### src/rtl/qosc_pkg.sv
// qosc_pkg: shared FSM encoding, fixed-point constants and the 8-bit saturator for the quadrature oscillator.
package qosc_pkg;
    localparam int FRAC = 7;
    localparam int RND  = 64;

    typedef logic [3:0] state_t;
    localparam state_t S_IDLE  = 4'd0;
    localparam state_t S_MRR   = 4'd1;
    localparam state_t S_MII   = 4'd2;
    localparam state_t S_MRI   = 4'd3;
    localparam state_t S_MIR   = 4'd4;
    localparam state_t S_ROUND = 4'd5;
    localparam state_t S_SQR   = 4'd6;
    localparam state_t S_SQI   = 4'd7;
    localparam state_t S_AGC   = 4'd8;

    function automatic logic signed [7:0] sat8(input logic signed [17:0] x);
        return (x > 18'sd127) ? 8'h7f : (x < -18'sd128) ? 8'h80 : x[7:0];
    endfunction
endpackage

### src/rtl/qosc_mac.sv
// qosc_mac: single 8x8 signed multiplier feeding an 18-bit accumulator with clear and add/subtract control.
module qosc_mac (
    input  logic               clk,
    input  logic               reset,
    input  logic               en,
    input  logic               clr,
    input  logic               sub,
    input  logic signed [7:0]  a,
    input  logic signed [7:0]  b,
    output logic signed [17:0] acc
);
    logic signed [15:0] prod;
    logic signed [17:0] base;
    assign prod = a * b;
    assign base = clr ? '0 : acc;
    always_ff @(posedge clk or posedge reset)
        if (reset)
            acc <= '0;
        else if (en)
            acc <= sub ? base - 18'(prod) : base + 18'(prod);
endmodule

### src/rtl/qosc_rotator.sv
// qosc_rotator: oscillator core advancing z <= z*c per accepted tick on one shared multiplier.
// Define QOSC_AGC_EN to add the amplitude-correction step towards the target power.
module qosc_rotator
    import qosc_pkg::*;
#(
    parameter int AGC_SHIFT = 4
) (
    input  logic       clk,
    input  logic       reset,
    input  logic       restart,
    input  logic       tick,
    input  logic [7:0] init_re,
    input  logic [7:0] init_im,
    input  logic [7:0] re_coeff,
    input  logic [7:0] im_coeff,
    input  logic [7:0] power,
    output logic [7:0] out_re,
    output logic [7:0] out_im,
    output logic       valid,
    output logic       busy,
    output logic       overrun
);
    state_t             state;
    logic signed [7:0]  z_re, z_im, cr, ci, a, b, rnd_re, rnd_im;
    logic signed [17:0] acc, acc_re, sum_re, sum_im;
    logic               mac_en, mac_clr, mac_sub;

    assign busy = state != S_IDLE;

    // z is re-read for the squares after ROUND has overwritten it with z'
    always_comb begin
        a       = (state == S_MRR || state == S_MRI || state == S_SQR) ? z_re : z_im;
        b       = (state == S_MRR || state == S_MIR) ? cr : (state == S_MII || state == S_MRI) ? ci : a;
        mac_en  = state inside {S_MRR, S_MII, S_MRI, S_MIR, S_SQR, S_SQI};
        mac_clr = state inside {S_MRR, S_MRI, S_SQR};
        mac_sub = state == S_MII;
    end

    qosc_mac u_mac (
        .clk   (clk),
        .reset (reset),
        .en    (mac_en),
        .clr   (mac_clr),
        .sub   (mac_sub),
        .a     (a),
        .b     (b),
        .acc   (acc)
    );

    assign sum_re = acc_re + 18'(RND);
    assign sum_im = acc + 18'(RND);
    assign rnd_re = sat8(sum_re >>> FRAC);
    assign rnd_im = sat8(sum_im >>> FRAC);

`ifdef QOSC_AGC_EN
    logic [7:0]        power_q;
    logic [16:0]       mag2, target;
    logic signed [7:0] step_re, step_im, agc_re, agc_im;
    assign mag2    = acc[16:0];
    assign target  = {3'b0, power_q, 6'b0};
    assign step_re = z_re >>> AGC_SHIFT;
    assign step_im = z_im >>> AGC_SHIFT;
    always_comb begin
        agc_re = (mag2 < target) ? sat8(18'(z_re) + 18'(step_re)) :
                 (mag2 > target) ? sat8(18'(z_re) - 18'(step_re)) : z_re;
        agc_im = (mag2 < target) ? sat8(18'(z_im) + 18'(step_im)) :
                 (mag2 > target) ? sat8(18'(z_im) - 18'(step_im)) : z_im;
    end
`else
    logic unused_cfg;
    assign unused_cfg = ^power ^ (AGC_SHIFT == 0);
`endif

    always_ff @(posedge clk or posedge reset) begin
        if (reset) begin
            state   <= S_IDLE;
            z_re    <= '0;
            z_im    <= '0;
            cr      <= '0;
            ci      <= '0;
            acc_re  <= '0;
            out_re  <= '0;
            out_im  <= '0;
            valid   <= 1'b0;
            overrun <= 1'b0;
`ifdef QOSC_AGC_EN
            power_q <= '0;
`endif
        end else if (restart) begin
            state   <= S_IDLE;
            z_re    <= init_re;
            z_im    <= init_im;
            out_re  <= init_re;
            out_im  <= init_im;
            valid   <= 1'b0;
            overrun <= 1'b0;
        end else begin
            valid <= 1'b0;
            if (tick && busy)
                overrun <= 1'b1;
            case (state)
                S_IDLE: if (tick) begin
                    cr    <= re_coeff;
                    ci    <= im_coeff;
`ifdef QOSC_AGC_EN
                    power_q <= power;
`endif
                    state <= S_MRR;
                end
                S_MRR: state <= S_MII;
                S_MII: state <= S_MRI;
                S_MRI: begin
                    acc_re <= acc;
                    state  <= S_MIR;
                end
                S_MIR: state <= S_ROUND;
                S_ROUND: begin
                    z_re <= rnd_re;
                    z_im <= rnd_im;
`ifdef QOSC_AGC_EN
                    state <= S_SQR;
`else
                    out_re <= rnd_re;
                    out_im <= rnd_im;
                    valid  <= 1'b1;
                    state  <= S_IDLE;
`endif
                end
`ifdef QOSC_AGC_EN
                S_SQR: state <= S_SQI;
                S_SQI: state <= S_AGC;
                S_AGC: begin
                    z_re   <= agc_re;
                    z_im   <= agc_im;
                    out_re <= agc_re;
                    out_im <= agc_im;
                    valid  <= 1'b1;
                    state  <= S_IDLE;
                end
`endif
                default: state <= S_IDLE;
            endcase
        end
    end
endmodule

### config.mk
export PLATFORM = sky130hd
export DESIGN_NAME = qosc_rotator
export DESIGN_NICKNAME = d
export VERILOG_FILES = /design/src/rtl/qosc_pkg.sv /design/src/rtl/qosc_mac.sv /design/src/rtl/qosc_rotator.sv
export SDC_FILE = /design/constraint.sdc
export NUM_CORES = 1
export LEC_CHECK = 0
export CAP_MARGIN = 20
export CORE_ASPECT_RATIO = 0.8
export CORE_MARGIN = 4
export CORE_UTILIZATION = 60
export DETAILED_ROUTE_END_ITERATION = 16
export GPL_TIMING_DRIVEN = 0
export PLACE_DENSITY_LB_ADDON = 0.12
export SKIP_LAST_GASP = 1
export SLEW_MARGIN = 20
export SYNTH_ARGS = -nofsm -noshare
export SYNTH_HDL_FRONTEND = slang
export SYNTH_SLANG_ARGS = --single-unit
### constraint.sdc
create_clock -name clk -period 9.8 [get_ports clk]
set_clock_uncertainty 0.15 [all_clocks]
set_input_delay 2.45 -clock clk [delete_from_list [all_inputs] [get_ports clk]]
set_output_delay 2.45 -clock clk [all_outputs]
set_load 0.01 [all_outputs]
==> impl_metrics.csv <==
group,metric,value,unit
synth,yosysUniqueCellTypes,65,
sta,final-hold-violation-count,0,
finish,regArea,0.00168,mm2
critical_path,cpMaxStageDelayCell,"fa_1",
finish,design_area,0.00832,mm2
sta,rsz0062_at_grt,"false",
sta,min_period,9150,ps
routing,drc,0,
critical_path,startpoint_type,"register",
placement,io_buffers,54,
global_routing,grt_pass1_wl,30600,um
routing,wl_per_cell,17.6,um
critical_path,reg2regPathDepth,32,
routing,ant_nets,0,
floorplanning,num_rows,35,
cts,clkTransAtPathRegs,60,ps
critical_path,r2r_slack,650,ps
global_routing,grt_use_total,0.276,
synth,synth_seq_cells,67,
synth,synth_edf_count,0,
finish,nFillCells,875,
floorplanning,die_w,131,um
routing,initialDrtViolationCount,533,
critical_path,r2r_end,"u_mac.acc[17]",
synth,syn_area_per_cell,8.68,um2
cts,cts_buffers,9,
worst_hold_path,whs_path_depth,2,
worst_hold_path,hold_class,"register to register",
floorplanning,die_y,106,um
synth,ys_warn_count,0,
floorplanning,die_area,0.0139,mm2
sta,finalCritPeriodShare,0.934,
critical_path,cp_max_fo,10,
cts,cts_max_level,3,
cts,cts.sinks,67,
critical_path,end_kind,"register",
critical_path,r2r_start,"state[2]",
cts,root_buffer,"clkbuf_16",
global_routing,overflow,0,
synth,synth_cells,835,
cts,post_cts_buffers,0,
synth,synthArstFlopShare,1.00,
floorplanning,start_util,0.622,
floorplanning,core,0.0116,mm2
critical_path,critical_path_class,"register to register",
synth,synthFlopType,"dfrtp_1",
sta,worstMarginPinSlew,954,ps
finish,area_delta_synth_final,14.8,%
cts,clockBufferDepth,2,
synth,synth_seq_area_share,0.231,
job,maxCapViolCount,0,
sta,finalSetupViolations,0,
sta,drv_slew,0,
placement,dp_hpwl,14500,um
cts,worstSkewPairLatency,340,ps
routing,viasPerCell,5.94,
worst_hold_path,min_from,"u_mac.acc[3]",
finish,nets,1049,
cts,cts_tree,"built",
critical_path,crit_path_frequent_cell,"inv_1",
synth,synthesis.nets,984,
sta,tns,0,ps
global_routing,first_global_vias,6194,
routing,num_vias,6252,
status,status,"completed",
critical_path,critPathArrivalTime,9220,ps
finish,layout-drive-gt1-share,0.0917,
synth,synthesis.area,0.00724,mm2
global_routing,grt_max_degree,37,
finish,multi_input_area,0.00509,mm2
placement,place_congestion,0.942,
critical_path,slowest_delay,630,ps
sta,maxSlewHeadroom,0.359,
routing,drt_pass1_iterations,5,
sta,max_freq,109,MHz
placement,placed_area,0.00799,mm2
finish,antennaDiodeCount,0,
floorplanning,io_pins,63,
routing,drt-total-wl,18500,um
critical_path,required,9870,ps
global_routing,antenna_found_initial,0,
worst_hold_path,hold_end,"u_mac.acc[3]",
-- state kept, by name, summed over array words and instances (netlist names) --
| signal | flops |
|---|---|
| u_mac.acc | 18 |
| acc_re | 12 |
| ci | 8 |
| cr | 8 |
| z_im | 8 |
| z_re | 8 |
| state | 3 |
| overrun | 1 |
| valid | 1 |
-- area by class of cell --
cell class | count | share of cell area
sequential | 67 | 0.202
clock buffer | 9 | 0.0271
tap | 148 | 0.0223
multi-input combinational | 631 | 0.612
inverter | 108 | 0.0490
buffer | 28 | 0.0140
clock inverter | 7 | 0.00632
timing repair buffer | 55 | 0.0674
-- how the worst max path moves through the flow --
stage	startpoint	end	slack, ps
6_report	state[2]	u_mac.acc[17]	650
5_1_grt	state[2]	u_mac.acc[17]	120
4_1_cts	state[2]	u_mac.acc[17]	30
3_5_place_dp	state[2]	u_mac.acc[17]	60
3_3_place_gp	state[2]	u_mac.acc[17]	260
2_1_floorplan	state[2]	u_mac.acc[17]	1620
-- worst max-delay path, delay by kind of cell, from the launching register on --
| family | cells | cell delay (ps) |
|---|---|---|
| xor+xnor | 2 | 350 |
| compound gates | 9 | 2350 |
| fa+ha+maj | 6 | 2860 |
| buf+inv | 6 | 580 |
| flops | 1 | 350 |
| mux | 1 | 480 |
| simple gates | 8 | 1880 |
-- metal layers --
layer / up-vias / share of wire / global-route usage
li1: 2921 / - / -
met1: 3059 / 0.47 / 0.406
met2: 243 / 0.44 / 0.422
met3: 29 / 0.073 / 0.0497
met4: 0 / 0.017 / 0.0698
met5: - / 0 / 0
-- synth_stat cells, drive strengths merged (2+ instances only) --
library cell / n / area share
nand4: 2 / 0.0017
nand3b: 5 / 0.0052
clkbuf: 22 / 0.012
and3: 3 / 0.0026
nor3b: 2 / 0.0021
buf: 7 / 0.0050
inv: 108 / 0.056
a2111oi: 2 / 0.0026
xor2: 24 / 0.030
o211a: 4 / 0.0055
o22ai: 2 / 0.0017
a21o: 10 / 0.010
o21ai: 64 / 0.045
o211ai: 3 / 0.0038
o31ai: 7 / 0.0073
o2111ai: 2 / 0.0024
a221oi: 2 / 0.0024
o31a: 2 / 0.0024
o311a: 2 / 0.0029
ha: 49 / 0.085
nand2: 61 / 0.032
mux2i: 22 / 0.031
nor2b: 9 / 0.0078
nand2b: 4 / 0.0035
o21a: 8 / 0.0083
xnor2: 33 / 0.040
dfrtp: 67 / 0.23
and2: 21 / 0.018
and4: 2 / 0.0024
a21oi: 38 / 0.026
or2: 17 / 0.015
nor2: 77 / 0.040
nor3: 20 / 0.014
a211oi: 2 / 0.0028
nand3: 19 / 0.013
fa: 56 / 0.15
mux2: 29 / 0.045
or4: 2 / 0.0026
a31oi: 11 / 0.0095
or3: 3 / 0.0026
-- cells by family (layout without fill, tap and decap cells) --
family	count (synthesis)	count (layout)	share of synthesized area
and+or+nand+nor	251	251	0.166
AOI/OAI and AO/OA	167	167	0.145
DFF	67	67	0.231
muxes	51	51	0.0760
xor gates and xnor gates	57	57	0.0699
buffers and inverters	137	207	0.0725
adders and majority gates	105	105	0.239
-- what timing repair did --
| item | CTS | global route |
|---|---|---|
| hold buffers | 0 | 0 |
| setup endpoints to repair | 1 | 2 |
| resized for setup | 1 | 9 |
-- through the flow --
stage               hold slack [ps]  setup slack [ps]  cells   util
finish                          330               649   1053  0.714
global route                    353               122   1053  0.714
CTS                             326              31.8   1054  0.710
detailed placement              312              61.5   1038  0.686
global placement                302               259   1037  0.684
floorplan                       290              1620    835      -
-- placed cells by master, fill, tap and decap left out, types with 4 or more instances in the layout --
| cell type | instances |
|---|---|
| o21a_1 | 7 |
| mux2_2 | 29 |
| buf_1 | 4 |
| o31ai_1 | 7 |
| fa_1 | 56 |
| o21ai_0 | 58 |
| a21oi_1 | 38 |
| nand3b_1 | 5 |
| or2_2 | 17 |
| nand3_1 | 19 |
| a21o_1 | 10 |
| clkdlybuf4s50_1 | 54 |
| a31oi_1 | 11 |
| nor3_1 | 20 |
| o211a_1 | 4 |
| and2_1 | 20 |
| clkbuf_1 | 20 |
| nand2b_1 | 4 |
| inv_1 | 107 |
| nand2_1 | 61 |
| dfrtp_1 | 67 |
| nor2_1 | 77 |
| xor2_1 | 23 |
| o21ai_1 | 5 |
| mux2i_1 | 16 |
| xnor2_1 | 33 |
| ha_1 | 49 |
| clkbuf_16 | 9 |
| nor2b_1 | 9 |
Power is not shown: default switching activity piles up to over one toggle a cycle in this logic, so the estimate is an artifact.
